File: src/rtl/predecode_stage_pkg.sv
// Shared widths, opcode constants and the fetch bundle layout for the pre-decode stage.
package predecode_stage_pkg;

  localparam int FPD_BUS_W     = 75;
  localparam int PREDICT_BUS_W = 33;
  localparam int PDD_BUS_W     = 108;

  localparam logic [5:0] OP_JIRL = 6'b010011;
  localparam logic [5:0] OP_B    = 6'b010100;
  localparam logic [5:0] OP_BL   = 6'b010101;
  localparam logic [5:0] OP_BEQ  = 6'b010110;
  localparam logic [5:0] OP_BNE  = 6'b010111;
  localparam logic [5:0] OP_BLT  = 6'b011000;
  localparam logic [5:0] OP_BGE  = 6'b011001;
  localparam logic [5:0] OP_BLTU = 6'b011010;
  localparam logic [5:0] OP_BGEU = 6'b011011;

  // Field order matches FpD_BUS bit positions, msb first.
  typedef struct packed {
    logic [31:0] pc;
    logic [31:0] inst;
    logic        pc_en;
    logic        ex;
    logic [7:0]  ecode;
    logic        esubcode;
  } fpd_bus_t;

endpackage

File: src/rtl/predecode_stage_if.sv
// Fetch -> pre-decode -> decode handshake bundle; slave modport is the stage itself.
interface predecode_stage_if;
  import predecode_stage_pkg::*;

  logic                     FpD_valid;
  logic [FPD_BUS_W-1:0]     FpD_BUS;
  logic                     pD_allowin;
  logic                     flush;
  logic [PREDICT_BUS_W-1:0] predict_BUS;
  logic                     D_allowin;
  logic                     pDD_valid;
  logic [PDD_BUS_W-1:0]     pDD_BUS;

  modport slave (
    input  FpD_valid, FpD_BUS, flush, D_allowin,
    output pD_allowin, predict_BUS, pDD_valid, pDD_BUS
  );

  modport master (
    output FpD_valid, FpD_BUS, flush, D_allowin,
    input  pD_allowin, predict_BUS, pDD_valid, pDD_BUS
  );

endinterface

File: src/rtl/predecode_stage_pd_branch_detect.sv
// Static branch detector on a raw instruction word (module pd_branch_detect).
// Backward-taken/forward-not-taken for conditional branches is enabled by PD_BTFN_EN.
module pd_branch_detect
  import predecode_stage_pkg::*;
(
  input  logic [31:0] pc,
  input  logic [31:0] inst,
  output logic        is_br,
  output logic        taken,
  output logic [31:0] target
);

  logic [5:0]  op;
  logic        is_uncond;
  logic        is_cond;
  logic [31:0] off_uncond;
  logic [31:0] off_cond;

  always_comb begin
    op         = inst[31:26];
    is_uncond  = (op == OP_B) || (op == OP_BL);
    is_cond    = (op >= OP_BEQ) && (op <= OP_BGEU);
    off_uncond = {{4{inst[9]}}, inst[9:0], inst[25:10], 2'b00};
    off_cond   = {{14{inst[25]}}, inst[25:10], 2'b00};
    is_br      = is_uncond | is_cond;
`ifdef PD_BTFN_EN
    taken      = is_uncond | (is_cond & inst[25]);
`else
    taken      = is_uncond;
`endif
    target     = taken ? (pc + (is_uncond ? off_uncond : off_cond)) : (pc + 32'd4);
  end

endmodule

File: src/rtl/predecode_stage.sv
// Pre-decode stage: registers the fetch bundle, predicts static branches, drops wrong-path words.
// Optional macro PD_BTFN_EN turns on backward-taken prediction for conditional branches.
module predecode_stage
  import predecode_stage_pkg::*;
(
  input  logic              clk,
  input  logic              rstn,
  predecode_stage_if.slave  pd_if
);

  fpd_bus_t    in_bus;
  logic        det_is_br;
  logic        det_taken;
  logic [31:0] det_target;

  logic        pD_valid_q,     pD_valid_d;
  fpd_bus_t    bundle_q,       bundle_d;
  logic        pred_taken_q,   pred_taken_d;
  logic [31:0] pred_target_q,  pred_target_d;
  logic        pred_sent_q,    pred_sent_d;
  logic        drop_pending_q, drop_pending_d;
  logic [31:0] drop_target_q,  drop_target_d;

  logic        pd_allowin;
  logic        pred_fire;
  logic        accept;
  logic        drop;

  assign in_bus = pd_if.FpD_BUS;

  pd_branch_detect u_detect (
    .pc     (in_bus.pc),
    .inst   (in_bus.inst),
    .is_br  (det_is_br),
    .taken  (det_taken),
    .target (det_target)
  );

  assign pd_allowin = !pD_valid_q | pd_if.D_allowin;
  assign pred_fire  = pD_valid_q & pred_taken_q & !pred_sent_q;
  assign accept     = pd_if.FpD_valid & pd_allowin & !pd_if.flush;
  assign drop       = drop_pending_q & (in_bus.pc != drop_target_q);

  assign pd_if.pD_allowin  = pd_allowin;
  assign pd_if.pDD_valid   = pD_valid_q & !pd_if.flush;
  assign pd_if.pDD_BUS     = {bundle_q, pred_taken_q, pred_target_q};
  assign pd_if.predict_BUS = (pred_fire & !pd_if.flush) ? {1'b1, pred_target_q} : '0;

  always_comb begin
    pD_valid_d     = pD_valid_q;
    bundle_d       = bundle_q;
    pred_taken_d   = pred_taken_q;
    pred_target_d  = pred_target_q;
    pred_sent_d    = pred_sent_q;
    drop_pending_d = drop_pending_q;
    drop_target_d  = drop_target_q;
    if (pd_if.flush) begin
      pD_valid_d     = 1'b0;
      pred_sent_d    = 1'b0;
      drop_pending_d = 1'b0;
    end else begin
      if (pd_if.D_allowin) pD_valid_d = 1'b0;
      if (accept) begin
        pD_valid_d    = !drop;
        bundle_d      = in_bus;
        pred_taken_d  = det_is_br & det_taken & !in_bus.ex;
        pred_target_d = in_bus.ex ? (in_bus.pc + 32'd4) : det_target;
        pred_sent_d   = 1'b0;
        if (drop_pending_q && !drop) drop_pending_d = 1'b0;
      end
      // A fresh prediction re-arms the drop window even if this edge just matched the old target.
      if (pred_fire) begin
        drop_pending_d = 1'b1;
        drop_target_d  = pred_target_q;
        if (!accept) pred_sent_d = 1'b1;
      end
    end
  end

  always_ff @(posedge clk or negedge rstn) begin
    if (!rstn) begin
      pD_valid_q     <= 1'b0;
      bundle_q       <= '0;
      pred_taken_q   <= 1'b0;
      pred_target_q  <= '0;
      pred_sent_q    <= 1'b0;
      drop_pending_q <= 1'b0;
      drop_target_q  <= '0;
    end else begin
      pD_valid_q     <= pD_valid_d;
      bundle_q       <= bundle_d;
      pred_taken_q   <= pred_taken_d;
      pred_target_q  <= pred_target_d;
      pred_sent_q    <= pred_sent_d;
      drop_pending_q <= drop_pending_d;
      drop_target_q  <= drop_target_d;
    end
  end

endmodule

File: src/flat_wrapper.sv
// flat-port wrapper written by rule: the top's interface ports become plain ports
module predecode_stage_flat import predecode_stage_pkg::*;
  (clk, rstn, pd_if_FpD_valid, pd_if_FpD_BUS, pd_if_flush, pd_if_D_allowin, pd_if_pD_allowin, pd_if_predict_BUS, pd_if_pDD_valid, pd_if_pDD_BUS);
  predecode_stage_if pd_if_i ();
  input  logic clk;
  input  logic rstn;
  input wire logic [$bits(pd_if_i.FpD_valid)-1:0] pd_if_FpD_valid;
  input wire logic [$bits(pd_if_i.FpD_BUS)-1:0] pd_if_FpD_BUS;
  input wire logic [$bits(pd_if_i.flush)-1:0] pd_if_flush;
  input wire logic [$bits(pd_if_i.D_allowin)-1:0] pd_if_D_allowin;
  output wire logic [$bits(pd_if_i.pD_allowin)-1:0] pd_if_pD_allowin;
  output wire logic [$bits(pd_if_i.predict_BUS)-1:0] pd_if_predict_BUS;
  output wire logic [$bits(pd_if_i.pDD_valid)-1:0] pd_if_pDD_valid;
  output wire logic [$bits(pd_if_i.pDD_BUS)-1:0] pd_if_pDD_BUS;
  assign pd_if_i.FpD_valid = pd_if_FpD_valid;
  assign pd_if_i.FpD_BUS = pd_if_FpD_BUS;
  assign pd_if_i.flush = pd_if_flush;
  assign pd_if_i.D_allowin = pd_if_D_allowin;
  assign pd_if_pD_allowin = pd_if_i.pD_allowin;
  assign pd_if_predict_BUS = pd_if_i.predict_BUS;
  assign pd_if_pDD_valid = pd_if_i.pDD_valid;
  assign pd_if_pDD_BUS = pd_if_i.pDD_BUS;
  predecode_stage u_core (.clk(clk), .rstn(rstn), .pd_if(pd_if_i));
endmodule
File: config.mk
export PLATFORM = sky130hd
export DESIGN_NAME = predecode_stage_flat
export DESIGN_NICKNAME = d
export VERILOG_FILES = /design/src/rtl/predecode_stage_pkg.sv /design/src/rtl/predecode_stage_if.sv /design/src/rtl/predecode_stage_pd_branch_detect.sv /design/src/rtl/predecode_stage.sv /design/src/flat_wrapper.sv
export SDC_FILE = /design/constraint.sdc
export NUM_CORES = 1
export LEC_CHECK = 0
export CAP_MARGIN = 20
export CORE_MARGIN = 1.5
export CORE_UTILIZATION = 50
export CTS_BUF_LIST = sky130_fd_sc_hd__clkbuf_16
export DETAILED_ROUTE_END_ITERATION = 7
export PLACE_DENSITY = 0.82
export SLEW_MARGIN = 5
export SYNTH_ARGS = -nofsm -noshare
export SYNTH_HDL_FRONTEND = slang
export SYNTH_HIERARCHICAL = 1
export SYNTH_SLANG_ARGS = --single-unit
File: constraint.sdc
create_clock -name clk -period 1.9 [get_ports clk]
set_input_delay 0.285 -clock clk [delete_from_list [all_inputs] [get_ports clk]]
set_output_delay 0.285 -clock clk [all_outputs]
set_load 0.02 [all_outputs]
==> results of run 1 <==
## area by class of cell
| cell class | count | area (sq um) | area share |
|---|---|---|---|
| Multi-Input combinational cell | 738 | 5300 | 0.364 |
| Timing Repair Buffer | 512 | 4810 | 0.330 |
| Sequential cell | 143 | 3580 | 0.246 |
| Clock buffer | 17 | 425 | 0.0292 |
| Tap cell | 220 | 275 | 0.0189 |
| Clock inverter | 14 | 118 | 0.00807 |
| Inverter | 15 | 61.3 | 0.00421 |
## critical path, cell delays in order
cell	delay, ns
buf_6	0.09
nand2b_4	0.14
nor4b_4	0.22
buf_4	0.20
buf_12	0.13
buf_16	0.12
buf_6	0.09
and2_4	0.14
ha_4	0.15
buf_6	0.10
nand2_1	0.09
nor2_1	0.62
a211oi_4	0.08
buf_4	0.18
o21ba_4	0.19
buf_4	0.13
buf_6	0.11
xnor2_2	0.12
a21oi_1	0.20
o22ai_1	0.09
## synthesized netlist by cell type (3+ instances only)
library cell  instances  share of area
o31a_1                3         0.0031
or3_1                 3         0.0022
o21ai_0              21          0.012
o21ba_2               3         0.0036
dfrtp_1             143           0.43
ha_1                 30          0.045
a31oi_1               4         0.0030
mux2i_1               7         0.0083
o21ai_2               5         0.0052
nand2b_1              8         0.0059
and3_1               19          0.014
nor4_1                4         0.0030
nor3_1                6         0.0036
nand4_1              19          0.014
o21a_1                5         0.0045
clkbuf_1             34          0.015
xnor2_1              67          0.070
o22ai_1               8         0.0059
a21oi_1              37          0.022
o211ai_1              5         0.0045
nand3_1              17          0.010
nand2_1             264           0.12
and2_1               56          0.042
a21oi_2               3         0.0031
inv_1                14         0.0062
buf_2                 4         0.0024
a21o_1               47          0.042
a221o_1               8         0.0095
buf_4                 7         0.0062
xor2_1               22          0.023
nor2_1               29          0.013
## kinds of logic (layout without fill, tap and decap cells)
kind of cell,Yosys count,after routing,share of synthesized area
AOI/OAI and AO/OA,171,171,0.146
xor gates and xnor gates,89,89,0.0926
adders and majority gates,31,31,0.0470
buffers and inverters,62,558,0.0334
DFF,143,143,0.425
muxes,8,8,0.00966
and+or+nand+nor,439,439,0.247
## placed cells by master, fill, tap and decap left out, drive strengths merged, types with 4 or more instances in the layout
cell type and count:
nand2 265, and2 56, a221o 8, o21a 6, clkbuf 17, o211ai 5, a21oi 40, nor3 6
nand2b 8, and3 20, dfrtp 143, dlymetal6s2s 10, inv 15, xor2 22, clkinv 9, a31oi 4
o21ai 28, buf 328, mux2i 7, clkdlybuf4s50 170, xnor2 67, nor4 6, ha 30, a21o 47
o22ai 9, nand4 21, clkinvlp 4, nand3 17, nor2 30
## per-layer routing
metal | wire, um | vias to the layer above | global-route usage
met3 | 4820 | 290 | 0.0854
li1 | - | 4161 | -
met2 | 19300 | 1037 | 0.650
met1 | 14700 | 4921 | 0.494
met4 | 3170 | 0 | 0.224
met5 | 0 | - | 0
## registers in the layout (all words and copies together) (netlist names)
signal,count
u_core/drop_pending_q,1
u_core/drop_target_q,32
u_core/pred_target_q,32
u_core/pred_sent_q,1
u_core/pred_taken_q,1
u_core/pd_if.pDD_BUS,75
u_core/pD_valid_q,1
## through the flow
stage	hold WS [ns]	total power [W]	instance area (sq um)	util
final	0.0566	0.00982	14600	0.882
after global routing	0.0499	0.0101	14600	0.882
after CTS	0.105	0.00951	14000	0.847
after detailed placement	0.156	0.00628	12500	0.759
after global placement	0.155	0.00622	12500	0.759
after floorplan	-0.0106	0.00477	8530	-
## timing repair
action                                  in CTS  in global routing
endpoints found under the hold margin       21                  0
endpoints found under the setup margin      64                 62
setup buffers                               39                 41
gates resized for setup                    331                 80
hold buffers                                 1                  0
pin swaps                                   57                 38
cloned                                       5                  0
## path summary, 6_finish.rpt
kind                                       endpoint                      from  cells past startpoint  slack [ns]
setup / recovery           u_core/pred_target_q[18]         pd_if_FpD_BUS[42]                     20       -1.28
hold / removal             u_core/pd_if.pDD_BUS[74]         pd_if_FpD_BUS[41]                      3        0.06
setup reg to reg              u_core/drop_pending_q  u_core/drop_target_q[29]                      5       -0.09
hold reg to reg            u_core/pd_if.pDD_BUS[39]  u_core/pd_if.pDD_BUS[39]                      2        0.47
max in group asynchronous  u_core/pd_if.pDD_BUS[96]                      rstn                      3        0.93
min in group asynchronous  u_core/pd_if.pDD_BUS[43]                      rstn                      2        0.28
## report_power, final
group	total, W	leakage (nW)	switching (W)	internal [W]
registers	0.00370	1.81	0.000306	0.00339
logic	0.00290	5.31	0.00156	0.00134
clock network	0.00322	0.256	0.00143	0.00179
total	0.00982	7.38	0.00330	0.00652
==> results.ini, run 1 <==
[outcome]
violations=setup timing
status=finished, violations left

[yosys]
synth_fp_nets=1054
ys.flop_type=dfrtp_1
synthArstFlopShare=1.00
ys_ff_latch=143
synth-edff-count=0
synthCells=943
synth_area_per_cell_sq_um=8.93
synth_warnings=6
synth_seq_area_share=0.425
ys_types=64
synth_area_sq_um=8420

[timing]
tightest_slew_ns=0.770
finalHoldViolations=0
layout_setup_ws_ns=-1.28
finalCriticalPeriod_ns=3.18
slew_viol_final=0
max_freq_mhz=314
setup_viol=63
fin_worst_skew_ns=0.00634
grt_setup_unrepaired=yes
slew_headroom=0.484
setup_tns_ns=-34.83
period_share=1.68

[global_route]
grt_overflow=0
grt_pass1_wl_mm=53.9
grt_pass1_vias=9645
antenna_found_initial=0
grt_max_degree=49
track_usage=0.398

[die]
dieArea_sq_um=17600
rows=47
core_sq_um=16500
start_util=0.509
die_width_um=133
ios=223
die_h_um=133

[hold_path]
hold_path.class=in2reg

[power]
cellLeakagePower_nw=7.38
ir_worst_vdd_mv=0.783
power_density_nw_per_um2=674

[drt]
viasPerCell=6.27
drc=0
via_count=10400
detail-route-antenna-nets=0
drtPass1Iterations=6
drt_iter0_drc=1332
routed_wl_mm=42.0
wl_per_cell_um=25.3

[place]
dpl.cell_count=1552
pre_cts_ws_ns=-1.82
portBuffers=222
gp_congestion=0.912
hpwl_mm=22.2

[worst_setup_path]
required_ns=2.20
critPathMaxFanout=6
endpoint_kind=flop
start_kind=input port
cp.arrival_ns=3.49
crit_type=in2reg

[cts]
cts_buffer_depth=2
cts_buffers=17
cts.sinks=143
insertion_delay_ns=0.43
cts.clk_slew.worst_paths_ns=0.06
htreeDepth=4
cts_tree=yes
cts_root_buffer=clkbuf_16

[layout]
antenna_cells=0
fillCellCount=724
area_growth_pct=73.1
finalNonFillerCells=1659
final_nets=1538
drive_gt1_frac=0.354

[flow_run]
drv_cap=0

Power figures use the tool's default switching activity.
==> inputs of run 2 (changes only) <==
--- a/config.mk
+++ b/config.mk
@@ -6,7 +6,7 @@
 export NUM_CORES = 1
 export LEC_CHECK = 0
 export CAP_MARGIN = 20
-export CORE_MARGIN = 1.5
+export CORE_MARGIN = 3
 export CORE_UTILIZATION = 50
 export CTS_BUF_LIST = sky130_fd_sc_hd__clkbuf_16
 export DETAILED_ROUTE_END_ITERATION = 7
==> run 2 against run 1 <==
Against the previous run: the flow finishes with violations (DRC, setup timing); flip-flop and latch count is the same; worst setup slack lost 0.16 ns; cell count shrank 1.3%; clock power grew 7.8%; count of clock-buffer cells in the layout is the same; fmax shrank 4.9%; non-clock buffer count shrank 19; final area shrank 1.4%; power grew 3.3%; largest power group unchanged.
==> results.ini, run 2 (synthesis results as in run 1) <==
[outcome]
status=finished, violations left
violations=DRC, setup timing

[cts]
cts_buffer_depth=2
cts.sinks=143
cts_buffers=17
cts_tree=yes
insertion_delay_ns=0.46
htreeDepth=4
cts_root_buffer=clkbuf_16
cts.clk_slew.worst_paths_ns=0.07

[timing]
max_freq_mhz=299
finalCriticalPeriod_ns=3.35
period_share=1.76
finalHoldViolations=0
setup_viol=73
slew_viol_final=0
fin_worst_skew_ns=0.0108
slew_headroom=0.656
tightest_slew_ns=0.512
layout_setup_ws_ns=-1.45
whs_ns=0.0968
grt_setup_unrepaired=yes

[global_route]
antenna_found_initial=0
grt_max_degree=51
grt_pass1_vias=10100
grt_overflow=0
grt_pass1_wl_mm=55.8
track_usage=0.396

[die]
core_sq_um=16200
start_util=0.521
rows=46
die_h_um=136
die_width_um=136
ios=223
dieArea_sq_um=18400

[place]
portBuffers=222
hpwl_mm=22.8
gp_congestion=0.981
dpl_cell_area_sq_um=12500

[layout]
final_nets=1519
design_area_sq_um=14400
layout_commonest_cell=nand2_1
largest_reg_flops=75
area_growth_pct=70.7
fillCellCount=623
drive_gt1_frac=0.346
final_cell_mix=nand2_1 (261), buf_4 (223), clkdlybuf4s50_1 (177)
antenna_cells=0

[hold_path]
hp-start=pd_if_FpD_BUS[41]
hold_depth=3
hold_path.class=in2reg
min_to=u_core/pd_if.pDD_BUS[74]

[worst_setup_path]
worstPathCellList=buf_6, nand2b_4, nor4b_4, buf_6, buf_4, buf_4, and2_1, ha_1, buf_6, nand4_1, or3_1, o21ai_2, buf_6, buf_4, xor2_4, a21oi_2, o22ai_2
required_ns=2.23
critPathMostFrequentCell=buf_6
r2r-end=u_core/drop_target_q[11]
reg2regPathDepth=11
r2r_setup_slack_ns=-0.24
critPathMaxStageDelay_ns=0.44
start_kind=input port
endpoint_kind=flop
timing.rr.start=u_core/pD_valid_q
crit_slowest_cell=or3_1
critPathMaxFanout=7
cp.arrival_ns=3.67
crit_type=in2reg

[drt]
routed_wl_mm=46.6
wl_per_cell_um=28.5
drc=4
detail-route-antenna-nets=0
drtPass1Iterations=8
drt_iter0_drc=1754
via_count=11000
viasPerCell=6.74

[power]
cellLeakagePower_nw=7.22
power_density_nw_per_um2=705
ir_worst_vdd_mv=0.767

[flow_run]
drv_cap=0

[run 2: how the worst max path moves through the flow]
stage,startpoint,endpoint,slack [ns],cells after the start
2_1_floorplan,pd_if_FpD_BUS[42],u_core/pred_target_q[31],-1.39,15
3_3_place_gp,pd_if_FpD_BUS[41],u_core/pred_target_q[31],-1.75,15
3_5_place_dp,pd_if_FpD_BUS[41],u_core/pred_target_q[31],-1.87,15
4_1_cts,pd_if_FpD_BUS[42],u_core/pred_target_q[20],-1.09,15
5_1_grt,pd_if_FpD_BUS[42],u_core/pred_target_q[27],-1.43,17
6_report,pd_if_FpD_BUS[42],u_core/pred_target_q[27],-1.45,17
[run 2: routing by layer]
metal  track usage  vias up  share of wire
met5             0        -         0.0019
met4         0.258        4           0.12
met3         0.114      564           0.16
met2         0.630     1348           0.42
met1         0.470     5001           0.31
li1              -     4113              -
[run 2: layout make-up]
type / instances / area (sq um) / share of cell area
multi-input combinational: 738 / 5260 / 0.366
timing repair buffer: 493 / 4630 / 0.322
sequential: 143 / 3580 / 0.249
clock buffer: 17 / 425 / 0.0296
tap: 216 / 270 / 0.0188
clock inverter: 15 / 149 / 0.0104
inverter: 15 / 61.3 / 0.00427
[run 2: critical path: cells and delay by family]
kind                       cells  cell delay [ns]
AOI/OAI and AO/OA              3             0.75
adders and majority gates      1             0.17
and+or+nand+nor                5             1.33
buffers and inverters          7             1.00
xor gates and xnor gates       1             0.11
[run 2: metrics by stage]
step           cells  TNS (ns)  worst slack (ns)  power (W)   util
5_1_grt         1637    -40.89             -1.43     0.0104  0.889
2_1_floorplan    943    -20.34             -1.39    0.00477      -
6_report        1637    -40.35             -1.45     0.0101  0.889
3_5_place_dp    1539    -62.16             -1.87    0.00627  0.771
3_3_place_gp    1539    -57.61             -1.75    0.00620  0.771
4_1_cts         1608    -29.28             -1.09    0.00965  0.853
[run 2: what timing repair did]
item,CTS,global route
buffers inserted,35,35
gates resized for setup,316,83
hold buffers,1,0
gates cloned,4,1
endpoints found under the setup margin,66,64
endpoints found under the hold margin,48,0
pin swaps,66,53
[run 2: power by group]
part / total [W] / internal, W / switching, W
Sequential: 0.00372 / 0.00339 / 0.000326
Clock: 0.00347 / 0.00184 / 0.00163
Combinational: 0.00295 / 0.00132 / 0.00162
Total: 0.0101 / 0.00656 / 0.00358
==> inputs of run 3 (changes only) <==
==> constraint.sdc (replaced) <==
create_clock -name clk -period 3.6 [get_ports clk]
set_input_delay 0.54 -clock clk [delete_from_list [all_inputs] [get_ports clk]]
set_output_delay 0.54 -clock clk [all_outputs]
set_load 0.02 [all_outputs]
==> run 3 against run 2 <==
Against the previous run: die area is the same; via count down 24%; global-route usage is 9.2 points lower; wire length shrank 39%; first-iteration DRC count shrank 63%; core utilization fell by 12 points; sequential share of layout area is 4.0 points higher; power shrank 50%; the flow now finishes without violations; sequential power is 48% lower; critical path type unchanged; worst hold slack better by 0.046 ns; highest routed layer is now met4.
==> results.ini, run 3 (synthesis results as in run 1) <==
[drt]
viasPerCell=5.56
dr_wl_met3_mm=2.32
via_count=8331
drtPass1Iterations=7
wl_per_cell_um=18.9
detail-route-antenna-nets=0
wl_met1_mm=11.8
drc=0
wl_met2_mm=13.2
routed_wl_mm=28.3
dr.max_layer_used=met4
drt_iter0_drc=649

[worst_setup_path]
critPathMostFrequentCell=and3_1
critPathMaxFanout=10
critPathMaxStageDelay_ns=0.48
critPathBufInv=3
endpoint_kind=flop
cp_top_family=simple AND/OR/NAND/NOR gates
crit_slowest_cell=clkdlybuf4s50_1
crit_type=in2reg
start_kind=input port
cp.arrival_ns=3.82
required_ns=3.90
worstPathCellList=clkdlybuf4s50_1, nor4b_4, buf_6, buf_12, and2_1, ha_1, a21o_1, a31oi_2, o21a_1, o31a_1, o21ai_2, or4_1, and3_1, and3_1, a221o_1

[timing]
max_freq_mhz=284
finalHoldViolations=0
finalCriticalPeriod_ns=3.52
tightest_slew_ns=0.726
whs_ns=0.143
setup_viol=0
slew_viol_final=0
slew_headroom=0.516
fin_worst_skew_ns=0.00742
period_share=0.977

[die]
core_sq_um=16200
die_h_um=136
ios=223
die_width_um=136
rows=46
start_util=0.521
dieArea_sq_um=18400

[power]
ir_worst_vdd_mv=0.371
p_int_w=0.00350
power_density_nw_per_um2=407
totalPowerFinal_w=0.00504
p_sw_w=0.00155
cellLeakagePower_nw=6.16
combPwrFrac=0.262
seq_power_share=0.381
switching_share=0.307
clockPowerShare=0.357

[cts]
cts_buffers=17
cts.sinks=143
cts_buffer_depth=2
cts_hold_buffers=0
cts.clk_slew.worst_paths_ns=0.06
insertion_delay_ns=0.43
htreeDepth=4
cts_root_buffer=clkbuf_16
cts_tree=yes

[global_route]
grt_pass1_vias=8227
grt_overflow=0
grt_max_degree=95
track_usage=0.304
grt_pass1_wl_mm=43.7
antenna_found_initial=0

[layout]
final_cell_mix=nand2_1 (264), clkdlybuf4s50_1 (217), dfrtp_1 (143)
fillCellCount=1091
drive_gt1_frac=0.160
area_growth_pct=47.2
antenna_cells=0
final_nets=1381
largest_reg_flops=75
design_area_sq_um=12400
layout_commonest_cell=nand2_1

[outcome]
status=finished, final reports clean

[flow_run]
drv_cap=0

[place]
hpwl_mm=21.0
portBuffers=222
dpl_cell_area_sq_um=11700
gp_congestion=0.932

[hold_path]
hold_path.class=in2async

## run 3: cell count changes in the layout (fill, tap and decap cells not counted), sizes merged, moves of 2 or more
cell / delta
inv: -4
dlygate4sd2: -2
buf: -171
bufinv: +2
clkdlybuf4s50: +40
clkdlybuf4s15: -3
clkinv: +2
## run 3: layer usage
layer / vias to the layer above / global-route usage
met1: 4002 / 0.414
met5: - / 0
li1: 3845 / -
met4: 0 / 0.133
met2: 414 / 0.473
met3: 70 / 0.0617
## run 3: power groups by stage
| stage | Clock (W) | Sequential (W) | Combinational, W |
|---|---|---|---|
| global route | 0.00189 | 0.00194 | 0.00140 |
| floorplan | 0 | 0.00215 | 0.000361 |
| finish | 0.00180 | 0.00192 | 0.00132 |
| global placement | 0 | 0.00194 | 0.00128 |
| CTS | 0.00181 | 0.00192 | 0.00131 |
| detailed placement | 0 | 0.00195 | 0.00131 |
## run 3: worst paths after layout
check	startpoint	to	slack (ns)	cells past startpoint
worst max-delay path	pd_if_FpD_BUS[39]	u_core/pred_target_q[31]	0.08	15
worst min-delay path	rstn	u_core/pd_if.pDD_BUS[71]	0.14	1
worst max register to register	u_core/pD_valid_q	u_core/pred_target_q[21]	1.59	5
worst min register to register	u_core/pd_if.pDD_BUS[41]	u_core/pd_if.pDD_BUS[41]	0.47	2
max in group asynchronous	rstn	u_core/drop_target_q[11]	2.67	2
min in group clk	pd_if_FpD_BUS[42]	u_core/pd_if.pDD_BUS[75]	0.37	3
## run 3: repair_timing
item                       4_1_cts  5_1_grt
gates cloned                     0        0
setup buffers                    0        4
pin swaps                        2        5
setup endpoints to repair        1       11
gates resized for setup          2       12
## run 3: cell type report
cell class                      instances  area [sq um]  share of cell area
Clock inverter                         14           166              0.0134
Tap cell                              216           270              0.0218
Multi-Input combinational cell        738          4620               0.373
Inverter                               15          56.3             0.00454
Timing Repair Buffer                  355          3270               0.264
Sequential cell                       143          3580               0.289
Clock buffer                           17           425              0.0343
## run 3: per-stage QoR
step / instances / worst slack (ns) / util / setup TNS [ns]
final: 1498 / 0.0835 / 0.766 / 0
after floorplan: 943 / 0.0337 / - / 0
after global placement: 1463 / -0.370 / 0.724 / -3.46
after CTS: 1494 / 0.0138 / 0.761 / 0
after global routing: 1498 / -0.0464 / 0.766 / -0.0464
after detailed placement: 1463 / -0.448 / 0.724 / -4.71
